--- src/rtl/br_issue_sched.sv ---
// Branch issue scheduler: compacting age-ordered queue that issues one
// branch at a time into a single branch unit and wakes up sources off the CDB.
package br_issue_sched_pkg;
  typedef struct packed {
    logic [31:0] pc;
    logic [31:0] imm;
    logic        bp;
    logic [31:0] bp_addr;
    logic [7:0]  gshare;
    logic [1:0]  pht_value;
  } decode_info_t;
endpackage

// Per-entry source wakeup: tag 0 is hard-wired ready.
module br_sched_wake #(
  parameter int PHYS_REG_BITS = 6
) (
  input  logic [PHYS_REG_BITS-1:0] prs1_i,
  input  logic [PHYS_REG_BITS-1:0] prs2_i,
  input  logic                     rdy1_i,
  input  logic                     rdy2_i,
  input  logic                     cdb_valid_i,
  input  logic [PHYS_REG_BITS-1:0] cdb_pd_i,
  output logic                     rdy1_o,
  output logic                     rdy2_o
);
  assign rdy1_o = rdy1_i | (prs1_i == '0) | (cdb_valid_i && (cdb_pd_i == prs1_i));
  assign rdy2_o = rdy2_i | (prs2_i == '0) | (cdb_valid_i && (cdb_pd_i == prs2_i));
endmodule

module br_issue_sched
  import br_issue_sched_pkg::*;
#(
  parameter int DEPTH         = 4,
  parameter int PHYS_REG_BITS = 6,
  parameter int ROB_IDX_BITS  = 5
) (
  input  logic                      clk,
  input  logic                      rst,
  input  logic                      alloc_valid,
  output logic                      alloc_ready,
  input  decode_info_t              alloc_decode,
  input  logic [PHYS_REG_BITS-1:0]  alloc_prs1,
  input  logic [PHYS_REG_BITS-1:0]  alloc_prs2,
  input  logic                      alloc_rs1_rdy,
  input  logic                      alloc_rs2_rdy,
  input  logic [ROB_IDX_BITS-1:0]   alloc_rob_idx,
  input  logic                      cdb_valid,
  input  logic [PHYS_REG_BITS-1:0]  cdb_pd,
  output logic                      issue_start,
  output decode_info_t              issue_decode,
  output logic [PHYS_REG_BITS-1:0]  issue_prs1,
  output logic [PHYS_REG_BITS-1:0]  issue_prs2,
  output logic [ROB_IDX_BITS-1:0]   issue_rob_idx,
  input  logic                      fu_valid,
  input  logic                      flush,
  output logic                      inflight,
  output logic [$clog2(DEPTH):0]    count
);
  localparam int CW = $clog2(DEPTH) + 1;
  localparam logic [CW-1:0] DEPTH_C = CW'(DEPTH);

  typedef struct packed {
    logic [PHYS_REG_BITS-1:0] prs1;
    logic [PHYS_REG_BITS-1:0] prs2;
    logic [ROB_IDX_BITS-1:0]  rob;
    decode_info_t             dec;
  } pay_t;

  typedef struct packed {
    logic vld;
    logic rdy1;
    logic rdy2;
    pay_t p;
  } ent_t;

  ent_t             ent_q   [DEPTH];
  ent_t             ent_ext [DEPTH+1];
  pay_t             pay_or  [DEPTH+1];
  ent_t             alloc_ent;
  logic [DEPTH-1:0] rdy_vec, sel_oh;
  logic [DEPTH:0]   any_below;
  logic [CW-1:0]    count_q, count_d, cnt_after;
  logic             inflight_q, inflight_d;
  logic             start_q, start_d;
  pay_t             pay_q, pay_d;
  logic             do_issue, alloc_fire;

  assign alloc_ready = !rst && !flush && (count_q < DEPTH_C);
  assign alloc_fire  = alloc_valid && alloc_ready;
  assign do_issue    = !inflight_q && !flush && any_below[DEPTH];
  assign cnt_after   = count_q - CW'(do_issue);

  assign alloc_ent.vld    = 1'b1;
  assign alloc_ent.rdy1   = alloc_rs1_rdy;
  assign alloc_ent.rdy2   = alloc_rs2_rdy;
  assign alloc_ent.p.prs1 = alloc_prs1;
  assign alloc_ent.p.prs2 = alloc_prs2;
  assign alloc_ent.p.rob  = alloc_rob_idx;
  assign alloc_ent.p.dec  = alloc_decode;

  assign any_below[0]   = 1'b0;
  assign pay_or[0]      = '0;
  assign ent_ext[DEPTH] = '0;

  for (genvar g = 0; g < DEPTH; g++) begin : g_lane
    ent_t sh, ent_d;
    logic wk1, wk2;

    assign ent_ext[g]     = ent_q[g];
    assign rdy_vec[g]     = ent_q[g].vld & ent_q[g].rdy1 & ent_q[g].rdy2;
    assign any_below[g+1] = any_below[g] | rdy_vec[g];
    assign sel_oh[g]      = rdy_vec[g] & ~any_below[g];
    assign pay_or[g+1]    = pay_or[g] | ({$bits(pay_t){sel_oh[g]}} & ent_q[g].p);

    // Lanes at or above the issued slot pull from the next-younger entry;
    // the new op lands at the post-compaction tail.
    always_comb begin
      sh = (do_issue && any_below[g+1]) ? ent_ext[g+1] : ent_q[g];
      if (alloc_fire && (cnt_after == CW'(g))) sh = alloc_ent;
    end

    br_sched_wake #(.PHYS_REG_BITS(PHYS_REG_BITS)) u_wake (
      .prs1_i      (sh.p.prs1),
      .prs2_i      (sh.p.prs2),
      .rdy1_i      (sh.rdy1),
      .rdy2_i      (sh.rdy2),
      .cdb_valid_i (cdb_valid),
      .cdb_pd_i    (cdb_pd),
      .rdy1_o      (wk1),
      .rdy2_o      (wk2)
    );

    always_comb begin
      ent_d      = sh;
      ent_d.rdy1 = wk1;
      ent_d.rdy2 = wk2;
      if (flush) ent_d = '0;
    end

    always_ff @(posedge clk or posedge rst) begin
      if (rst) ent_q[g] <= '0;
      else     ent_q[g] <= ent_d;
    end
  end

  always_comb begin
    count_d    = cnt_after + CW'(alloc_fire);
    inflight_d = inflight_q;
    start_d    = do_issue;
    pay_d      = do_issue ? pay_or[DEPTH] : pay_q;
    if (do_issue)                    inflight_d = 1'b1;
    else if (fu_valid && inflight_q) inflight_d = 1'b0;
    if (flush) begin
      count_d    = '0;
      inflight_d = 1'b0;
    end
  end

  always_ff @(posedge clk or posedge rst) begin
    if (rst) begin
      count_q    <= '0;
      inflight_q <= 1'b0;
      start_q    <= 1'b0;
      pay_q      <= '0;
    end else begin
      count_q    <= count_d;
      inflight_q <= inflight_d;
      start_q    <= start_d;
      pay_q      <= pay_d;
    end
  end

  assign count         = count_q;
  assign inflight      = inflight_q;
  assign issue_start   = start_q;
  assign issue_decode  = pay_q.dec;
  assign issue_prs1    = pay_q.prs1;
  assign issue_prs2    = pay_q.prs2;
  assign issue_rob_idx = pay_q.rob;
endmodule

--- config.mk ---
export PLATFORM = sky130hd
export DESIGN_NAME = br_issue_sched
export DESIGN_NICKNAME = d
export VERILOG_FILES = /design/src/rtl/br_issue_sched.sv
export SDC_FILE = /design/constraint.sdc
export NUM_CORES = 2
export LEC_CHECK = 0
export BUFFER_PORTS_ARGS = -buffer_cell sky130_fd_sc_hd__buf_4
export CORE_MARGIN = 10
export CORE_UTILIZATION = 35
export DETAILED_ROUTE_END_ITERATION = 10
export GPL_TIMING_DRIVEN = 1
export PLACE_DENSITY_LB_ADDON = 0.15
export SLEW_MARGIN = 25
export SYNTH_ARGS = -nofsm -noshare
export SYNTH_HDL_FRONTEND = slang
export SYNTH_SLANG_ARGS = --single-unit
export TNS_END_PERCENT = 1
--- constraint.sdc ---
create_clock -name clk -period 21 [get_ports clk]
set_input_delay 1.05 -clock clk [delete_from_list [all_inputs] [get_ports clk]]
set_output_delay 1.05 -clock clk [all_outputs]
set_load 0.1 [all_outputs]
* Word level (Yosys, flattened, before mapping)
Cells that the tools add are included.
** Storage, ports and cells
- Output and inout port bits :: 130
- Register bits :: 637
- Logic and storage cells :: 169
** Cells by class
- Reductions and logical operators :: 39
- Order comparisons :: 1
- $add $sub $neg :: 2
- Bitwise logic cells :: 40
- Mux-type cells :: 16
- Equal/unequal tests :: 11
** Operators by type and width (count)
- $mux 127 :: 12
- $and 124x124->124 :: 4
- $or 124x124->124 :: 3
- $eq 6x6->1 :: 8
- $logic_not 6->1 :: 8
- $logic_and 1x1->1 :: 22
- $or 1x1->1 :: 19
- $reduce_bool 3->1 :: 5
- $and 1x1->1 :: 11
- $eq 3x2->1 const B :: 2
- $add 3x1->3 :: 1
- $eq 3x1->1 const B :: 1
- $logic_not 1->1 :: 3
- $logic_not 3->1 :: 1
- $lt 3x3->1 const B :: 1
- $mux 1 :: 3
- $mux 3 :: 1
- $not 1->1 :: 3
- $sub 3x1->3 :: 1

* Logic depth before layout (Yosys ltp)
- Word-level depth :: 14
- Depth in mapped cells :: 18
- Mapped depth without buffers :: 13

* Hierarchy
Synthesis repeated with hierarchy kept, for this count alone.
** Unflattened totals
- Cell total of the unflattened synthesis :: 3695
- Area, all modules :: 31853.0 um^2
** By module, submodules not included
- br_issue_sched :: area an instance 31132.4 um^2, sequential area each 15940.3 um^2, cells each 3607, times used 1
- br_sched_wake :: area an instance 180.2 um^2, sequential area each 0.0 um^2, cells each 22, times used 4

* Worst setup path before layout
No wires, ideal clock.
- Kind :: in2out
- Start :: input port flush
- End :: output port alloc_ready
- Arrival :: 3859 ps
- Required time :: 19950 ps
- Setup slack :: 16091 ps
- Path buffers :: 4
- Cell stages on the path :: 5
- Cells stage by stage :: buf_6 > clkbuf_1 > clkbuf_1 > buf_1 > nor3_1
** Between the ends
- Word-level cells in the longest chain between the ends :: 3
** Ends and longest elaborated chain
- start, declared :: RTL line 56 : input logic flush,
- $logic_not 1->1 :: RTL line 89 : assign alloc_ready = !rst && !flush && (count_q < DEPTH_C);
- $logic_and 1x1->1 (2 in series) :: RTL line 89
- end, declared :: RTL line 41 : output logic alloc_ready,
Every way passes these cells.

* Final worst setup path
- Start :: register ent_q (netlist bit ent_ext[506])
- End :: register ent_q (netlist bit ent_ext[396])
** Between the ends
- Word-level cells in the longest chain between the ends :: 11
- Elaborated cells on any way between the ends :: 13
- Those cells by class :: 1 x add/sub; 1 x eq/ne; 2 x mux; 5 x bitwise; 4 x reduce/logical
** Ends and longest elaborated chain
- start, declared :: RTL line 77 : ent_t ent_q [DEPTH];
- start signal, assigned by index :: RTL line 143 : else ent_q[g] <= ent_d;
- $and 1x1->1 (*) (2 in series) :: RTL line 111 : assign rdy_vec[g] = ent_q[g].vld & ent_q[g].rdy1 & ent_q[g].rdy2;
- $or 1x1->1 (*) :: RTL line 112 : assign any_below[g+1] = any_below[g] | rdy_vec[g];
- $or 1x1->1 (2 in series) :: RTL line 112
- $logic_and 1x1->1 :: RTL line 91 : assign do_issue = !inflight_q && !flush && any_below[DEPTH];
- $sub 3x1->3 :: RTL line 92 : assign cnt_after = count_q - CW'(do_issue);
- $eq 3x1->1 :: RTL line 120 : if (alloc_fire && (cnt_after == CW'(g))) sh = alloc_ent;
- $logic_and 1x1->1 :: RTL line 120
- $mux 127 :: RTL line 120
- $mux 127 :: RTL line 138 : if (flush) ent_d = '0;
Every way passes the cells marked *; elsewhere a longest branch is shown, timed or not.
A chain may end at the register's enable or synchronous reset.

==> impl_metrics.ini <==
[sta]
hold_ws_ns = 0.517
fmax_mhz = 190
hold_viol = 0
rsz0062_at_grt = false
min_period_ns = 5.28
setup_violations = 0
tightest_slew_ns = 1.14
fin_skew_ns = 0.0209
min_period_over_period_pct = 25.1
finalWorstSetupSlack_ns = 15.72
timing.slew.headroom_pct = 24.2
finalSetupTns_ns = 0
slew_violations = 0

[synth]
avgSynthCellArea_sq_um = 9.04
ys_warn_count = 0
yosysTopAreaCell = dfrtp_1
synth_edf_count = 0
synthArstFlopShare_pct = 100
syn_nets = 3574
ys_types = 62
synthTopCellsByArea = dfrtp_1 (51%), a21oi_1 (7.4%), nor3b_1 (6.4%)
seq_area_frac_synth_pct = 51.4
synth_area_sq_um = 31000
synthFlopType = dfrtp_1
synth_cells = 3433
synth_top_area_share_pct = 51.4
synth-seq-cells = 637

[power]
switching_share_pct = 43.0
internal_power_w = 0.00245
switchingPower_w = 0.00185
p_clk_share_pct = 30.8
p_comb_share_pct = 34.1
seq_power_share_pct = 35.2
ir_worst_vdd_v = 0.000118
power_leakage_nw = 15.5
p_per_area_nw_per_um2 = 118

[floorplan]
start_util_pct = 35.2
die_y_microns = 318
io_pins = 268
die-area_sq_um = 101000
rows = 109
core-area_sq_um = 88200
die_w_microns = 318

[detailed_routing]
wl_met2_microns = 53500
dr_wl_met3_microns = 6010
wl_per_cell_microns = 23.4
ant_nets = 0
first_iter_violations = 2782
drt-met1-wl_microns = 47800
vias = 27000
drcViolationCount = 0
routed.top_layer = met5
drt_first_pass_iters = 10
avgViaCountPerCell = 5.73
wl_microns = 111000

[placement]
gp_congestion = 0.824
dp_slack_ns = 15.23
dp_hpwl_microns = 62400
portBuffers = 267
postPlaceCellArea_sq_um = 33800

[layout]
multiInputGateArea_sq_um = 13800
regArea_sq_um = 15900
syn2layout_area_growth_pct = 17.1
nets = 3646
final_cell_mix = dfrtp_1 (637), a21oi_1 (461), nand2_1 (448)
layout_commonest_cell = dfrtp_1
finalInstanceArea_sq_um = 36300
nFillCells = 8806
drive_gt1_share_pct = 13.4

[worst_setup_path]
critPathArrivalTime_ns = 5.72
cp_cell_sequence = nand3_1 -> nand4_1 -> nand2_1 -> inv_8 -> ha_1 -> ha_1 -> nor4bb_1 -> and2_4 -> buf_4 -> o21ai_0
cpMaxStageDelayCell = buf_4
required_ns = 21.45
crit_buf_inv = 2
path_max_fanout = 91
max_stage_delay_ns = 0.89
path_delay_family = simple AND/OR/NAND/NOR gates
start_kind = flip-flop
crit_path_frequent_cell = ha_1
worstSetupEndpointType = flip-flop
crit_type = flip-flop to flip-flop

[global_route]
grt.overflow.total = 0
grt_max_degree = 179
grt.total_usage_pct = 21.2
grt_pass1_wl_microns = 171000
grt_pass1_vias = 27100
grt_antenna_before_repair = 9

[clock_network]
cts.htree.levels = 3
cts.repair.resized = 0
cts_tree = done
root_buffer = clkbuf_16
clock_sinks = 637
clkTransAtPathRegs_ns = 0.06
cts_buffer_depth = 3
cts_setup_buffers = 0
clk_latency_ns = 0.62
numCtsBuffers = 77
cts_hold_buffers = 0

[run_status]
status = finished, final reports clean

[min_path]
hold_path_class = flip-flop to flip-flop

[run]
cap_violations = 0
==> metal layers <==
metal,vias to the layer above,GRT usage [%]
met5,-,0
met4,10,7.31
met3,193,3.34
met2,839,35.4
met1,13400,27.5
li1,12600,-
==> cell families (layout without fill, tap and decap cells) <==
logic type,Yosys count,after routing,share of synthesized area [%]
XOR/XNOR,33,33,0.931
multiplexers,33,33,1.12
other,0,3,0
adder cells (fa/ha/maj),3,3,0.121
AO/OA/AOI/OAI,1086,1086,22.0
AND/OR/NAND/NOR,1293,1293,20.0
buffers and inverters,348,468,4.44
flip-flops,637,637,51.4
==> per-stage QoR <==
step | utilization [%] | total power, W | cells
floorplan | - | 0.00262 | 3433
CTS | 41.1 | 0.00435 | 4716
finish | 41.2 | 0.00430 | 4721
detailed placement | 38.3 | 0.00301 | 4589
global route | 41.2 | 0.00446 | 4721
global placement | 38.2 | 0.00301 | 4586
==> flip-flops by register name, indices dropped and copies added (netlist names) <==
| signal | cells |
|---|---|
| ent_ext | 508 |
| issue_decode | 107 |
| issue_prs1 | 6 |
| issue_prs2 | 6 |
| issue_rob_idx | 5 |
| count | 3 |
| inflight | 1 |
| issue_start | 1 |
==> path summary, 6_finish.rpt <==
check	cells after the start	to	startpoint	slack, ns
worst min register to register	1	ent_ext[176]	ent_ext[176]	0.52
worst min-delay path	1	ent_ext[176]	ent_ext[176]	0.52
worst max register to register	10	ent_ext[396]	ent_ext[506]	15.72
min in group asynchronous	2	issue_prs2[5]	rst	0.69
max in group asynchronous	5	ent_ext[175]	rst	17.50
worst max-delay path	10	ent_ext[396]	ent_ext[506]	15.72
==> cells in the mapped netlist, types with 11 or more instances <==
cell	instances
a222oi_1	127
mux2i_1	19
nand4_1	11
nor2b_1	13
nand3_1	100
nand2_1	449
inv_1	12
o21ai_0	197
nor2_1	406
a21oi_1	461
clkbuf_1	260
buf_2	46
a22o_1	113
dfrtp_1	637
nor3b_1	266
nor3_1	12
buf_1	23
xnor2_1	31
mux2_2	14
a31oi_1	133
==> cell type report <==
class	count	area share, %
timing repair buffer	324	7.07
antenna	3	0.0207
inverter	17	0.217
tap	1165	4.01
sequential	637	43.9
clock buffer	110	6.12
clock inverter	17	0.641
multi-input combinational	2448	38.0
==> power groups by stage <==
stage / clock network, W / registers [W] / logic [W]
3_3_place_gp: 0 / 0.00154 / 0.00147
6_report: 0.00132 / 0.00151 / 0.00146
5_1_grt: 0.00140 / 0.00153 / 0.00153
2_1_floorplan: 0 / 0.00237 / 0.000251
3_5_place_dp: 0 / 0.00154 / 0.00148
4_1_cts: 0.00135 / 0.00152 / 0.00148
Note: power is estimated with default switching activity, not from simulation.
